### src/rtl/game_pkg.sv
// Shared types and constants for the pixel game: jump FSM states and dino row encoding.
package game_pkg;

   typedef enum logic [1:0] {
      GROUND   = 2'd0,
      AIR      = 2'd1,
      COOLDOWN = 2'd2
   } jump_state_e;

   localparam logic ROW_GROUND = 1'b0;
   localparam logic ROW_AIR    = 1'b1;

   function automatic logic [7:0] sat_inc8(input logic [7:0] v);
      return (v == 8'hFF) ? v : v + 8'd1;
   endfunction

endpackage

### src/rtl/btn_debounce.sv
// Push-button conditioning: multi-flop synchroniser, restartable debounce counter and
// a registered one-cycle pulse on each accepted rising edge.
module btn_debounce #(
   parameter int unsigned SYNC_STAGES     = 2,
   parameter int unsigned DEBOUNCE_CYCLES = 50000
) (
   input  logic clk_i,
   input  logic reset_i,
   input  logic btn_i,
   output logic btn_clean_o,
   output logic btn_press_o
);

   localparam int unsigned   CntW   = $clog2(DEBOUNCE_CYCLES) + 1;
   localparam logic [CntW-1:0] CntMax = CntW'(DEBOUNCE_CYCLES - 1);

   logic [SYNC_STAGES-1:0] sync_q, sync_d;
   logic [CntW-1:0]        cnt_q, cnt_d;
   logic                   clean_q, clean_d;
   logic                   press_q, press_d;
   logic                   btn_sync;

   assign btn_sync = sync_q[SYNC_STAGES-1];

   always_comb begin
      sync_d  = {sync_q[SYNC_STAGES-2:0], btn_i};
      cnt_d   = '0;
      clean_d = clean_q;
      press_d = 1'b0;
      // Any cycle that agrees with the accepted level restarts the count.
      if (btn_sync != clean_q) begin
         if (cnt_q == CntMax) begin
            clean_d = btn_sync;
            press_d = btn_sync;
         end else begin
            cnt_d = cnt_q + CntW'(1);
         end
      end
   end

   always_ff @(posedge clk_i) begin
      if (reset_i) begin
         sync_q  <= '0;
         cnt_q   <= '0;
         clean_q <= 1'b0;
         press_q <= 1'b0;
      end else begin
         sync_q  <= sync_d;
         cnt_q   <= cnt_d;
         clean_q <= clean_d;
         press_q <= press_d;
      end
   end

   assign btn_clean_o = clean_q;
   assign btn_press_o = press_q;

endmodule

### src/rtl/jump_controller.sv
// Turns debounced jump presses into tick-aligned jumps: AIR_TICKS on row 1, then an
// optional cooldown on row 0 before the next jump may start.
module jump_controller
   import game_pkg::*;
#(
   parameter int unsigned SYNC_STAGES     = 2,
   parameter int unsigned DEBOUNCE_CYCLES = 50000,
   parameter int unsigned AIR_TICKS       = 3,
   parameter int unsigned COOLDOWN_TICKS  = 1
) (
   input  logic       clk_i,
   input  logic       reset_i,
   input  logic       jump_button_i,
   input  logic       tick_i,
   output logic       btn_clean_o,
   output logic       btn_press_o,
   output logic       dino_row_o,
   output logic       jump_active_o,
   output logic [7:0] jump_count_o
);

   localparam int unsigned      TickW   = 4;
   localparam logic [TickW-1:0] AirInit = TickW'(AIR_TICKS);
   localparam logic [TickW-1:0] CdInit  = TickW'(COOLDOWN_TICKS);

   logic             btn_press;
   jump_state_e      state_q;
   logic [TickW-1:0] air_cnt_q, cd_cnt_q;
   logic             pending_q, dino_row_q, active_q;
   logic [7:0]       count_q;

   btn_debounce #(
      .SYNC_STAGES    (SYNC_STAGES),
      .DEBOUNCE_CYCLES(DEBOUNCE_CYCLES)
   ) u_btn_debounce (
      .clk_i      (clk_i),
      .reset_i    (reset_i),
      .btn_i      (jump_button_i),
      .btn_clean_o(btn_clean_o),
      .btn_press_o(btn_press)
   );

   always_ff @(posedge clk_i) begin
      if (reset_i) begin
         state_q    <= GROUND;
         air_cnt_q  <= '0;
         cd_cnt_q   <= '0;
         pending_q  <= 1'b0;
         dino_row_q <= ROW_GROUND;
         active_q   <= 1'b0;
         count_q    <= '0;
      end else begin
         // Presses outside GROUND are dropped rather than queued.
         if (btn_press && state_q == GROUND) pending_q <= 1'b1;
         if (tick_i) begin
            unique case (state_q)
               GROUND: begin
                  if (pending_q) begin
                     state_q    <= AIR;
                     dino_row_q <= ROW_AIR;
                     active_q   <= 1'b1;
                     air_cnt_q  <= AirInit;
                     pending_q  <= 1'b0;
                     count_q    <= sat_inc8(count_q);
                  end
               end
               AIR: begin
                  if (air_cnt_q == TickW'(1)) begin
                     dino_row_q <= ROW_GROUND;
                     if (COOLDOWN_TICKS == 0) begin
                        state_q  <= GROUND;
                        active_q <= 1'b0;
                     end else begin
                        state_q  <= COOLDOWN;
                        cd_cnt_q <= CdInit;
                     end
                  end else begin
                     air_cnt_q <= air_cnt_q - TickW'(1);
                  end
               end
               COOLDOWN: begin
                  if (cd_cnt_q == TickW'(1)) begin
                     state_q  <= GROUND;
                     active_q <= 1'b0;
                  end else begin
                     cd_cnt_q <= cd_cnt_q - TickW'(1);
                  end
               end
               default: begin
                  state_q  <= GROUND;
                  active_q <= 1'b0;
               end
            endcase
         end
      end
   end

   assign btn_press_o   = btn_press;
   assign dino_row_o    = dino_row_q;
   assign jump_active_o = active_q;
   assign jump_count_o  = count_q;

endmodule
### config.mk
export PLATFORM = sky130hd
export DESIGN_NAME = jump_controller
export DESIGN_NICKNAME = d
export VERILOG_FILES = /design/src/rtl/game_pkg.sv /design/src/rtl/btn_debounce.sv /design/src/rtl/jump_controller.sv
export SDC_FILE = /design/constraint.sdc
export NUM_CORES = 1
export LEC_CHECK = 0
export ABC_AREA = 0
export ABC_CLOCK_PERIOD_IN_PS = 4800
export CAP_MARGIN = 20
export CORE_ASPECT_RATIO = 2
export CORE_MARGIN = 5
export CORE_UTILIZATION = 61
export CTS_CLUSTER_DIAMETER = 200
export DETAILED_ROUTE_END_ITERATION = 8
export PLACE_DENSITY_LB_ADDON = 0.2
export SLEW_MARGIN = 10
export SYNTH_ARGS = -nofsm -noshare
export SYNTH_HDL_FRONTEND = slang
export SYNTH_SLANG_ARGS = --single-unit
export TNS_END_PERCENT = 100
### constraint.sdc
create_clock -name clk_i -period 4.8 [get_ports clk_i]
set_input_delay 1.2 -clock clk_i [delete_from_list [all_inputs] [get_ports clk_i]]
set_output_delay 1.2 -clock clk_i [all_outputs]
set_load 0.05 [all_outputs]
==> key figures <==
Drt
  – TritonRoute pass-1 iters: 4
  – Final WL: just over 4 mm
  – DRC Markers: 0
  – Drt first-iter violations: 32
  – Via count: roughly 1700
  – Wirelength per Cell: approximately 15 microns
  – Via density: 5.92
  – Post-route ant nets: 0

Clock network
  – H-tree levels: 2
  – CTS sink cnt: between 40 and 50
  – Number of buffers created by CTS: 5
  – # resized after CTS: 0
  – CTS Root Cell: clkbuf_8
  – Hold Buf Count CTS: 0
  – CTS tree: yes
  – Clock-pin transition on the worst setup and hold timing paths: 0.07 ns
  – Clk buf depth: 2
  – Setup Buffers After CTS: 0
  – Clk_lat worst skew: 0.29 ns

Synth
  – Largest area contributor in the netlist: dfxtp_1
  – Post-synthesis sequential area ratio: around two fifths
  – Top cell type's share of synthesized area: 41.7%
  – Async set-or-reset flop fraction in the synthesized netlist: 0%
  – Ys Warns: 0
  – Gate Count Post-Synth: around 230
  – Yosys cell types: 50
  – Synth top area cells: dfxtp_1 42%, nor2_1 6.7%, xnor2_1 6.5%, ha_1 3.7%, nand3_1 2.7%
  – Net Count, Synth: about 240
  – Ys flop type: dfxtp_1
  – Avg Inst Size Synth: about 8.7 sq um
  – Synth Register Bits: 42
  – Mapped cell area: ~0.0020 sq mm
  – Post-synth EDFFs: 0

Global route
  – GRT overflow: 0
  – Vias in the first global route: between 1500 and 2000
  – Wire length of the first global-routing pass: between 7 and 8 mm
  – Largest net degree at the start of global routing: 30
  – Met2 Use GR: about a third
  – Gr usage total: about a fifth
  – Met1 Resource Use GR: 20.0%
  – GR peak layer: met2
  – Initial antenna violation count: 0
  – Met3 Use GR: 4.43%

Cells and area
  – Total Nets Final: between 200 and 300
  – Number of diodes: 0
  – Area grow syn2layout: 13.1%
  – Layout cells sized above 1: around 6.5%

Floorplan
  – Site Rows: 29
  – Core area: roughly 0.0032 sq mm
  – I/O pins: 16
  – Die area: approximately 0.0046 sq mm
  – Die Ht: a little over 90 microns
  – Die Wd: between 50 and 60 microns
  – Initial core utilization: 63.2%

Worst setup path
  – Worst EP arrival: 2.95 ns
  – CP Class: in2reg
  – Reg2Reg Launch Point: air_cnt_q[1]
  – Setup crit end kind: flip-flop
  – Worst path required time: ~5.0 ns
  – Crit Path Max Fanout: 9
  – CP Launch Type: primary input
  – Worst Setup SP: tick_i

Place
  – Final GP Congestion: roughly 0.84
  – Hpwl dp: between 3 and 4 mm
  – Port Buffers: 15

Job
  – Max cap viols: 0

STA
  – Setup TNS: 0 ns
  – Final setup fails: 0
  – Max Slew Vio Count: 0
  – Fmax: between 300 and 400 MHz
  – RSZ-0062 raised after global routing: false
  – Slew @ Worst Pin: about 0.68 ns
  – Clock Skews: 0.00859 ns
  – Post-layout min period: ~2.8 ns
  – Max transition margin: roughly 54%
  – Final Hold Viols: 0
  – Ratio of final minimum period to clock period: between 50 and 60%

Power
  – Clock power share: a little over two fifths
  – Net Sw Power: around 0.12 mW
  – Int Pwr: about 0.51 mW
  – Leak pwr: about 0.73 nW
  – Net Sw Frac: 19.5%
  – Reg power frac: 55.3%
  – PwrDens: 277 mW/mm^2
  – Total power: about 0.63 mW
  – Gate power share: 1.9%
  – VDD IR max: between 0.3 and 0.4 mV

Hold path
  – Hold Crit Start: u_btn_debounce.sync_q[0]
  – Hold Crit Class: reg2reg

Status
  – Outcome: completed
==> state kept, by name (all words and copies together) (netlist names), 2 cells and up <==
name and cells:
u_btn_debounce.cnt_q 17, jump_count_o 8, air_cnt_q 4, cd_cnt_q 4, state_q 2, u_btn_debounce.sync_q 2
==> power groups by stage <==
stage | Sequential [mW] | Clock (mW) | Combinational, mW
6_report | 0.350 | 0.271 | 0.0120
5_1_grt | 0.350 | 0.295 | 0.0133
4_1_cts | 0.350 | 0.278 | 0.0120
3_5_place_dp | 0.358 | 0 | 0.0120
3_3_place_gp | 0.358 | 0 | 0.0119
2_1_floorplan | 0.358 | 0 | 0.00818
==> cell usage after synthesis (2+ instances only) <==
library cell  instances
ha_1                  6
nand4_1               8
nand2_1               9
nor2b_1               5
o21ai_0               3
nor3b_1               2
buf_2                 3
o31ai_1               2
a21oi_1               7
nor4_1                6
nor2_1               36
mux2i_1               2
nand2b_1              4
xor2_1                6
a211o_1               2
nor4b_1               3
or3_1                 2
nor3_1                9
xnor2_1              15
nand3_1              11
inv_1                12
a211oi_1              3
clkbuf_1              2
dfxtp_1              42
and2_1                3
and3_1                4
==> final timing paths <==
check                        endpoint  slack, ns  cells past startpoint
min          u_btn_debounce.sync_q[1]       0.45                      1
min reg2reg  u_btn_debounce.sync_q[1]       0.45                      1
max reg2reg              air_cnt_q[1]       2.94                      6
max                   jump_count_o[7]       2.03                      5
==> worst max-delay path: stages <==
cell and delay [ns]:
clkdlybuf4s50_1 0.63, and4bb_2 0.35, o21ai_2 0.12, nor4_1 0.28, mux2_2 0.36
==> placed cells by master, fill, tap and decap left out, types with 4 or more instances in the layout <==
master / n
nor3_1: 9
a21oi_1: 7
and3_1: 4
nor2b_1: 5
nor2_1: 36
dfxtp_1: 42
clkdlybuf4s50_1: 15
nand2b_1: 4
clkbuf_8: 5
nand3_1: 11
xnor2_1: 15
nor4_1: 6
xor2_1: 6
nand4_1: 8
nand2_1: 9
ha_1: 6
inv_1: 12
==> layer usage <==
| layer | routed length (microns) | share of wire, % |
|---|---|---|
| met4 | 184 | 4.4 |
| met2 | 2320 | 56 |
| met1 | 1530 | 37 |
| met3 | 102 | 2.5 |
| met5 | 0 | 0 |
==> cell type report <==
class / count / area, sq um
Fill cell: 268 / 910
Inverter: 12 / 45.0
Timing Repair Buffer: 16 / 158
Sequential cell: 42 / 841
Clock inverter: 1 / 30.0
Clock buffer: 7 / 76.3
Tap cell: 31 / 38.8
Multi-Input combinational cell: 170 / 1090
==> per-stage QoR <==
step	hold WS (ns)	worst slack, ns	util (%)	area, sq um	instances
CTS	0.453	2.03	71.5	2280	279
detailed placement	0.440	1.74	68.2	2180	271
global placement	0.438	1.77	68.2	2180	271
finish	0.447	2.03	71.5	2280	279
global route	0.470	1.96	71.5	2280	279
floorplan	0.414	2.34	-	2020	231
==> kinds of logic after synthesis <==
kind of cell	share of synthesized area [%]
buf+inv	4.09
flops	41.7
compound gates	11.2
fa+ha+maj	3.72
mux	1.55
xor+xnor	9.11
simple gates	28.7
Note: power is estimated with default switching activity, not from simulation.
